`src/rtl/adc_power_sequencer.sv`:
```
// adc_power_sequencer: ordered ADC front-end power-up, init command burst, then command pass-through.
// Latency: enables/adc_resetn registered (1 cycle after the deciding edge); each step lasts step_delay+1 cycles.
// Backpressure: init words held until m_axis_tready; in RUN/pass-through drain, s_axis_tready = m_axis_tready.
//
// Ports:
//   aclk, areset              clock, synchronous active-high reset
//   start, stop               one-cycle control pulses (stop wins over start)
//   step_delay                per-step wait, sampled on entry to each step
//   init_cmds                 NUM_CMDS init words, word 0 in the low 32 bits
//   pwr/ref/io/diffamp/opamp_en, adc_resetn   registered front-end controls
//   s_axis_*                  command words from the config block (passed through in RUN)
//   m_axis_*                  command words to the ADC core
//   seq_state, ready          state encoding, ready = RUN
module adc_power_sequencer #(
  parameter int NUM_CMDS = 4,
  parameter int DELAY_W  = 24
) (
  input  logic                   aclk,
  input  logic                   areset,
  input  logic                   start,
  input  logic                   stop,
  input  logic [DELAY_W-1:0]     step_delay,
  input  logic [32*NUM_CMDS-1:0] init_cmds,
  output logic                   pwr_en,
  output logic                   ref_en,
  output logic                   io_en,
  output logic                   diffamp_en,
  output logic                   opamp_en,
  output logic                   adc_resetn,
  input  logic [31:0]            s_axis_tdata,
  input  logic                   s_axis_tvalid,
  output logic                   s_axis_tready,
  output logic [31:0]            m_axis_tdata,
  output logic                   m_axis_tvalid,
  input  logic                   m_axis_tready,
  output logic [2:0]             seq_state,
  output logic                   ready
);

  localparam int IDX_W = 4;
  localparam logic [IDX_W-1:0] LAST_IDX = IDX_W'(NUM_CMDS - 1);

  typedef enum logic [2:0] {
    S_IDLE    = 3'd0,
    S_PWR     = 3'd1,
    S_RELEASE = 3'd2,
    S_CMD     = 3'd3,
    S_RUN     = 3'd4,
    S_DRAIN   = 3'd5
  } state_t;

  state_t             r_state;
  state_t             w_next;
  logic [4:0]         r_en;          // {opamp, diffamp, io, ref, pwr}
  logic               r_resetn;
  logic [DELAY_W-1:0] r_cnt;
  logic [IDX_W-1:0]   r_idx;
  logic [31:0]        r_cmd_dat;     // init word currently offered; registered so it cannot glitch while waiting
  logic               r_drain_run;   // DRAIN entered from RUN (pass-through) rather than from CMD
  logic               w_cnt_done;
  logic               w_cmd_hs;
  logic [IDX_W-1:0]   w_sel_idx;

  assign w_cnt_done = (r_cnt == '0);
  // Index of the word to preload after a handshake; clamped so the last handshake never reads past init_cmds.
  assign w_sel_idx  = (r_idx == LAST_IDX) ? r_idx : r_idx + IDX_W'(1);

  always_ff @(posedge aclk) begin
    if (areset) begin
      r_state <= S_IDLE;
    end else begin
      r_state <= w_next;
    end
  end

  always_comb begin
    w_next        = r_state;
    w_cmd_hs      = 1'b0;
    m_axis_tvalid = 1'b0;
    m_axis_tdata  = r_cmd_dat;
    s_axis_tready = 1'b0;
    case (r_state)
      S_IDLE: begin
        if (start && !stop) w_next = S_PWR;
      end
      S_PWR: begin
        // r_en[4] set means the opamp step (the last one) is in progress.
        if (stop)                        w_next = S_IDLE;
        else if (w_cnt_done && r_en[4])  w_next = S_RELEASE;
      end
      S_RELEASE: begin
        if (stop)            w_next = S_IDLE;
        else if (w_cnt_done) w_next = S_CMD;
      end
      S_CMD: begin
        m_axis_tvalid = 1'b1;
        w_cmd_hs      = m_axis_tready;
        if (stop)                                w_next = w_cmd_hs ? S_IDLE : S_DRAIN;
        else if (w_cmd_hs && r_idx == LAST_IDX)  w_next = S_RUN;
      end
      S_RUN: begin
        m_axis_tvalid = s_axis_tvalid;
        m_axis_tdata  = s_axis_tdata;
        s_axis_tready = m_axis_tready;
        if (stop) w_next = (s_axis_tvalid && !m_axis_tready) ? S_DRAIN : S_IDLE;
      end
      S_DRAIN: begin
        if (r_drain_run) begin
          m_axis_tvalid = s_axis_tvalid;
          m_axis_tdata  = s_axis_tdata;
          s_axis_tready = m_axis_tready;
          if (s_axis_tvalid && m_axis_tready) w_next = S_IDLE;
        end else begin
          m_axis_tvalid = 1'b1;
          if (m_axis_tready) w_next = S_IDLE;
        end
      end
      default: w_next = S_IDLE;
    endcase
  end

  always_ff @(posedge aclk) begin
    if (areset) begin
      r_en        <= '0;
      r_resetn    <= 1'b0;
      r_cnt       <= '0;
      r_idx       <= '0;
      r_cmd_dat   <= '0;
      r_drain_run <= 1'b0;
    end else if (w_next == S_IDLE) begin
      // Every exit to IDLE drops all supplies and the ADC reset together.
      r_en        <= '0;
      r_resetn    <= 1'b0;
      r_cnt       <= '0;
      r_idx       <= '0;
      r_drain_run <= 1'b0;
    end else begin
      if (w_next == S_DRAIN && r_state != S_DRAIN) r_drain_run <= (r_state == S_RUN);
      case (r_state)
        S_IDLE: begin
          r_en  <= 5'b00001;
          r_cnt <= step_delay;
        end
        S_PWR: begin
          if (w_cnt_done) begin
            // Enables turn on strictly in order, so the next step is a shift-in of a 1.
            if (r_en[4]) r_resetn <= 1'b1;
            else         r_en     <= {r_en[3:0], 1'b1};
            r_cnt <= step_delay;
          end else begin
            r_cnt <= r_cnt - DELAY_W'(1);
          end
        end
        S_RELEASE: begin
          if (w_cnt_done) begin
            r_idx     <= '0;
            r_cmd_dat <= init_cmds[31:0];
          end else begin
            r_cnt <= r_cnt - DELAY_W'(1);
          end
        end
        S_CMD: begin
          if (w_cmd_hs) begin
            r_idx     <= r_idx + IDX_W'(1);
            r_cmd_dat <= init_cmds[32*w_sel_idx +: 32];
          end
        end
        default: ;
      endcase
    end
  end

  assign pwr_en     = r_en[0];
  assign ref_en     = r_en[1];
  assign io_en      = r_en[2];
  assign diffamp_en = r_en[3];
  assign opamp_en   = r_en[4];
  assign adc_resetn = r_resetn;
  assign seq_state  = r_state;
  assign ready      = (r_state == S_RUN);

endmodule

```
`config.mk`:
```
export PLATFORM = sky130hd
export DESIGN_NAME = adc_power_sequencer
export DESIGN_NICKNAME = d
export VERILOG_FILES = /design/src/rtl/adc_power_sequencer.sv
export SDC_FILE = /design/constraint.sdc
export NUM_CORES = 1
export LEC_CHECK = 0
export ABC_CLOCK_PERIOD_IN_PS = 3550
export CORE_ASPECT_RATIO = 0.8
export CORE_UTILIZATION = 47
export DETAILED_ROUTE_END_ITERATION = 7
export GPL_TIMING_DRIVEN = 0
export PLACE_DENSITY = 0.79
export SETUP_SLACK_MARGIN = 0.02
export SKIP_CTS_REPAIR_TIMING = 1
export SYNTH_ARGS = -nofsm -noshare
export SYNTH_HDL_FRONTEND = slang
export SYNTH_SLANG_ARGS = --single-unit
```
`constraint.sdc`:
```
create_clock -name aclk -period 3.55 [get_ports aclk]
set_clock_uncertainty 0.15 [all_clocks]
set_input_delay 0.71 -clock aclk [delete_from_list [all_inputs] [get_ports aclk]]
set_output_delay 0.71 -clock aclk [all_outputs]
set_load 0.1 [all_outputs]
```
==> out/metrics.yaml <==
whs_ns: 0.314
wirelength_mm: 23.5
rsz0062_at_grt: "no"
fin_util_pct: 68.7
reg2regPathDepth: 9
crit_start: "seq_state[1]"
min_delay_worst_endpoint: "r_cnt[23]"
power_leakage_nw: 3.22
required_ns: 2.69
path_max_fanout: 10
p_int_mw: 1.71
swShare_pct: 29.1
postRouteAntennaNets: 0
syn_avg_cell_area_sq_um: 8.57
viasPerCell: 6.09
coreArea_sq_um: 13600
pwr-share-seq_pct: 33.8
r2r_end: "r_cnt[20]"
placed_cell_area_sq_um: 9140
rows: 38
async_reset_ff_share_pct: 0
num-nets-final: 1202
p_clk_share_pct: 39.3
post-route-min-period_ns: 3.39
netlist_area_sq_um: 6570
die_h_um: 108
cts.clk_slew.worst_paths_ns: 0.06
gp_congestion: 0.961
drv_cap: 0
yosysSeqAreaShare_pct: 21.3
finalCritPeriodShare_pct: 95.6
drv_slew: 0
clk_latency_ns: 0.34
synth_edf_count: 0
hold_viol: 0
io_pins: 234
cts_made_buffers: 9
netlist_instances: 767
synth-seq-cells: 70
path_class: "reg2out"
drc: 0
dieArea_sq_um: 14500
dpl.cell_count: 1179
drt_first_pass_iters: 7
root_buffer: "clkbuf_16"
clkSinkCount: 70
fmax_mhz: 295
rrSetupSlack_ns: 0.16
worstSetupEndpointType: "primary output"
io_buffers: 232
status: "completed"
synthDistinctLibCells: 61
finish.instance_area_sq_um: 9340
htreeDepth: 3
p_per_area_nw_per_um2: 258
instances_no_fill: 1195
diodes: 0
grt_overflow_total: 0
grt_max_degree: 14
antenna_found_initial: 0
hpwl_mm: 18.3
cts.path.max_buffers: 2
regToRegStartpoint: "r_cnt[0]"
ir_drop_mv: 0.345
start_util_pct: 48.3
hp-start: "r_cnt[23]"
synthFlopType: "dfxtp_1"
max-slew-margin-rel_pct: 31.4
grt.total_usage_pct: 32.4
worstMarginPinSlew_ns: 1.03
cts_tree: "done"
yosysWarnings: 0
fillers: 1202
grt_pass1_wl_mm: 36.6
combPwrFrac_pct: 26.9
first_global_vias: 7156
post_drt_wl_per_cell_um: 19.7
die_x_um: 134
synthesis.nets: 959
p_total_mw: 2.41
drive_above_1_share_pct: 16.4
whs_path_depth: 2
num_vias: 7275
hold_path_class: "reg2reg"
area_delta_synth_final_pct: 42.1
critPathArrivalTime_ns: 2.53
drtIter0Drc: 609
setup_viol: 0
p_sw_uw: 701
critPathLaunchType: "flip-flop"
placed cells by master (no fill, tap or decap), types with 6 or more instances in the layout:
cell type / instances
and3_1: 7
nor3_1: 17
clkbuf_2: 12
nand2_1: 31
a31oi_1: 11
nand3_1: 10
clkbuf_16: 9
inv_1: 13
and2_1: 12
clkdlybuf4s50_1: 198
mux2i_1: 129
buf_1: 9
mux2_2: 36
nor2_1: 74
a311oi_1: 32
nor2b_1: 6
buf_2: 41
dfxtp_1: 68
clkbuf_1: 30
mux4_2: 32
a22oi_1: 7
a21oi_1: 100
o21ai_0: 31
worst max-delay path by stage:
| stage | slack [ns] | cells past startpoint | endpoint |
|---|---|---|---|
| after global placement | -1.15 | 7 | m_axis_tdata[11] |
| after CTS | -1.56 | 7 | m_axis_tdata[11] |
| after detailed placement | -1.18 | 7 | m_axis_tdata[11] |
| final | 0.16 | 7 | m_axis_tdata[21] |
| after floorplan | 0.12 | 6 | m_axis_tdata[10] |
| after global routing | 0.03 | 6 | m_axis_tdata[19] |
worst max-delay path, stage by stage (launching register included):
cell and delay, ns:
dfxtp_1 0.32, clkbuf_1 0.25, inv_1 0.14, nand2_1 0.15, a21oi_4 0.28, clkbuf_4 0.32, mux2_2 0.36, clkbuf_2 0.37
registers in the layout, indices dropped and copies added (netlist names):
name         cells
seq_state        3
r_drain_run      1
r_idx            4
r_cmd_dat       32
r_cnt           24
adc_resetn       1
r_en             5
per-layer routing:
| layer | vias up | global-route usage, % | routed length, um |
|---|---|---|---|
| met4 | 0 | 14.8 | 803 |
| met2 | 367 | 51.7 | 10800 |
| met1 | 3431 | 41.3 | 9960 |
| li1 | 3420 | - | - |
| met5 | - | 0 | 0 |
| met3 | 57 | 7.67 | 1970 |
metrics by stage:
stage,setup slack (ns),setup TNS [ns]
finish,0.156,0
global route,0.0303,0
CTS,-1.56,-47.93
detailed placement,-1.18,-35.34
global placement,-1.15,-34.68
floorplan,0.123,0
power by group through the flow:
| stage | sequential (mW) | clock (mW) | combinational (mW) |
|---|---|---|---|
| 6_report | 0.816 | 0.948 | 0.649 |
| 5_1_grt | 0.817 | 0.981 | 0.698 |
| 4_1_cts | 0.813 | 0.950 | 0.641 |
| 3_5_place_dp | 0.831 | 0 | 0.638 |
| 3_3_place_gp | 0.831 | 0 | 0.628 |
| 2_1_floorplan | 0.837 | 0 | 0.307 |
kinds of logic after synthesis:
logic type / count (synthesis) / synth area share (%)
buffers and inverters: 85 / 5.64
and+or+nand+nor: 188 / 14.3
DFF: 70 / 21.3
AOI/OAI and AO/OA: 225 / 21.5
muxes: 197 / 36.8
adders and majority gates: 2 / 0.381
area by class of cell:
cell class                 instances  area, sq um  area share [%]
clock inverter                     6         70.1           0.750
buffer                            70          334            3.58
inverter                          13         48.8           0.523
multi-input combinational        612         4830            51.7
clock buffer                      10          239            2.56
sequential                        70         1400            15.0
timing repair buffer             234         2190            23.4
tap                              180          225            2.41
synthesized netlist by cell type, types with 3 or more instances:
master	n	area, sq um
nand3_1	10	50.1
mux2i_1	129	1290
a22oi_1	7	52.6
nand2b_1	4	25.0
a311oi_1	32	280
a31oi_1	11	68.8
buf_2	20	100
clkbuf_1	39	146
mux4_2	32	721
a21oi_1	101	505
buf_6	3	33.8
o21ai_1	3	15.0
or2_2	3	18.8
nor2_1	74	278
nor4_1	4	25.0
a21o_1	4	30.0
mux2_2	36	405
inv_1	13	48.8
and3_1	7	43.8
buf_1	9	33.8
a211oi_1	4	30.0
and2_1	13	81.3
nand2_1	31	116
nor3b_1	6	45.0
o21ai_0	32	160
dfxtp_1	70	1400
nor2b_1	6	37.5
nor3_1	17	85.1
Note: power is estimated with default switching activity, not from simulation.
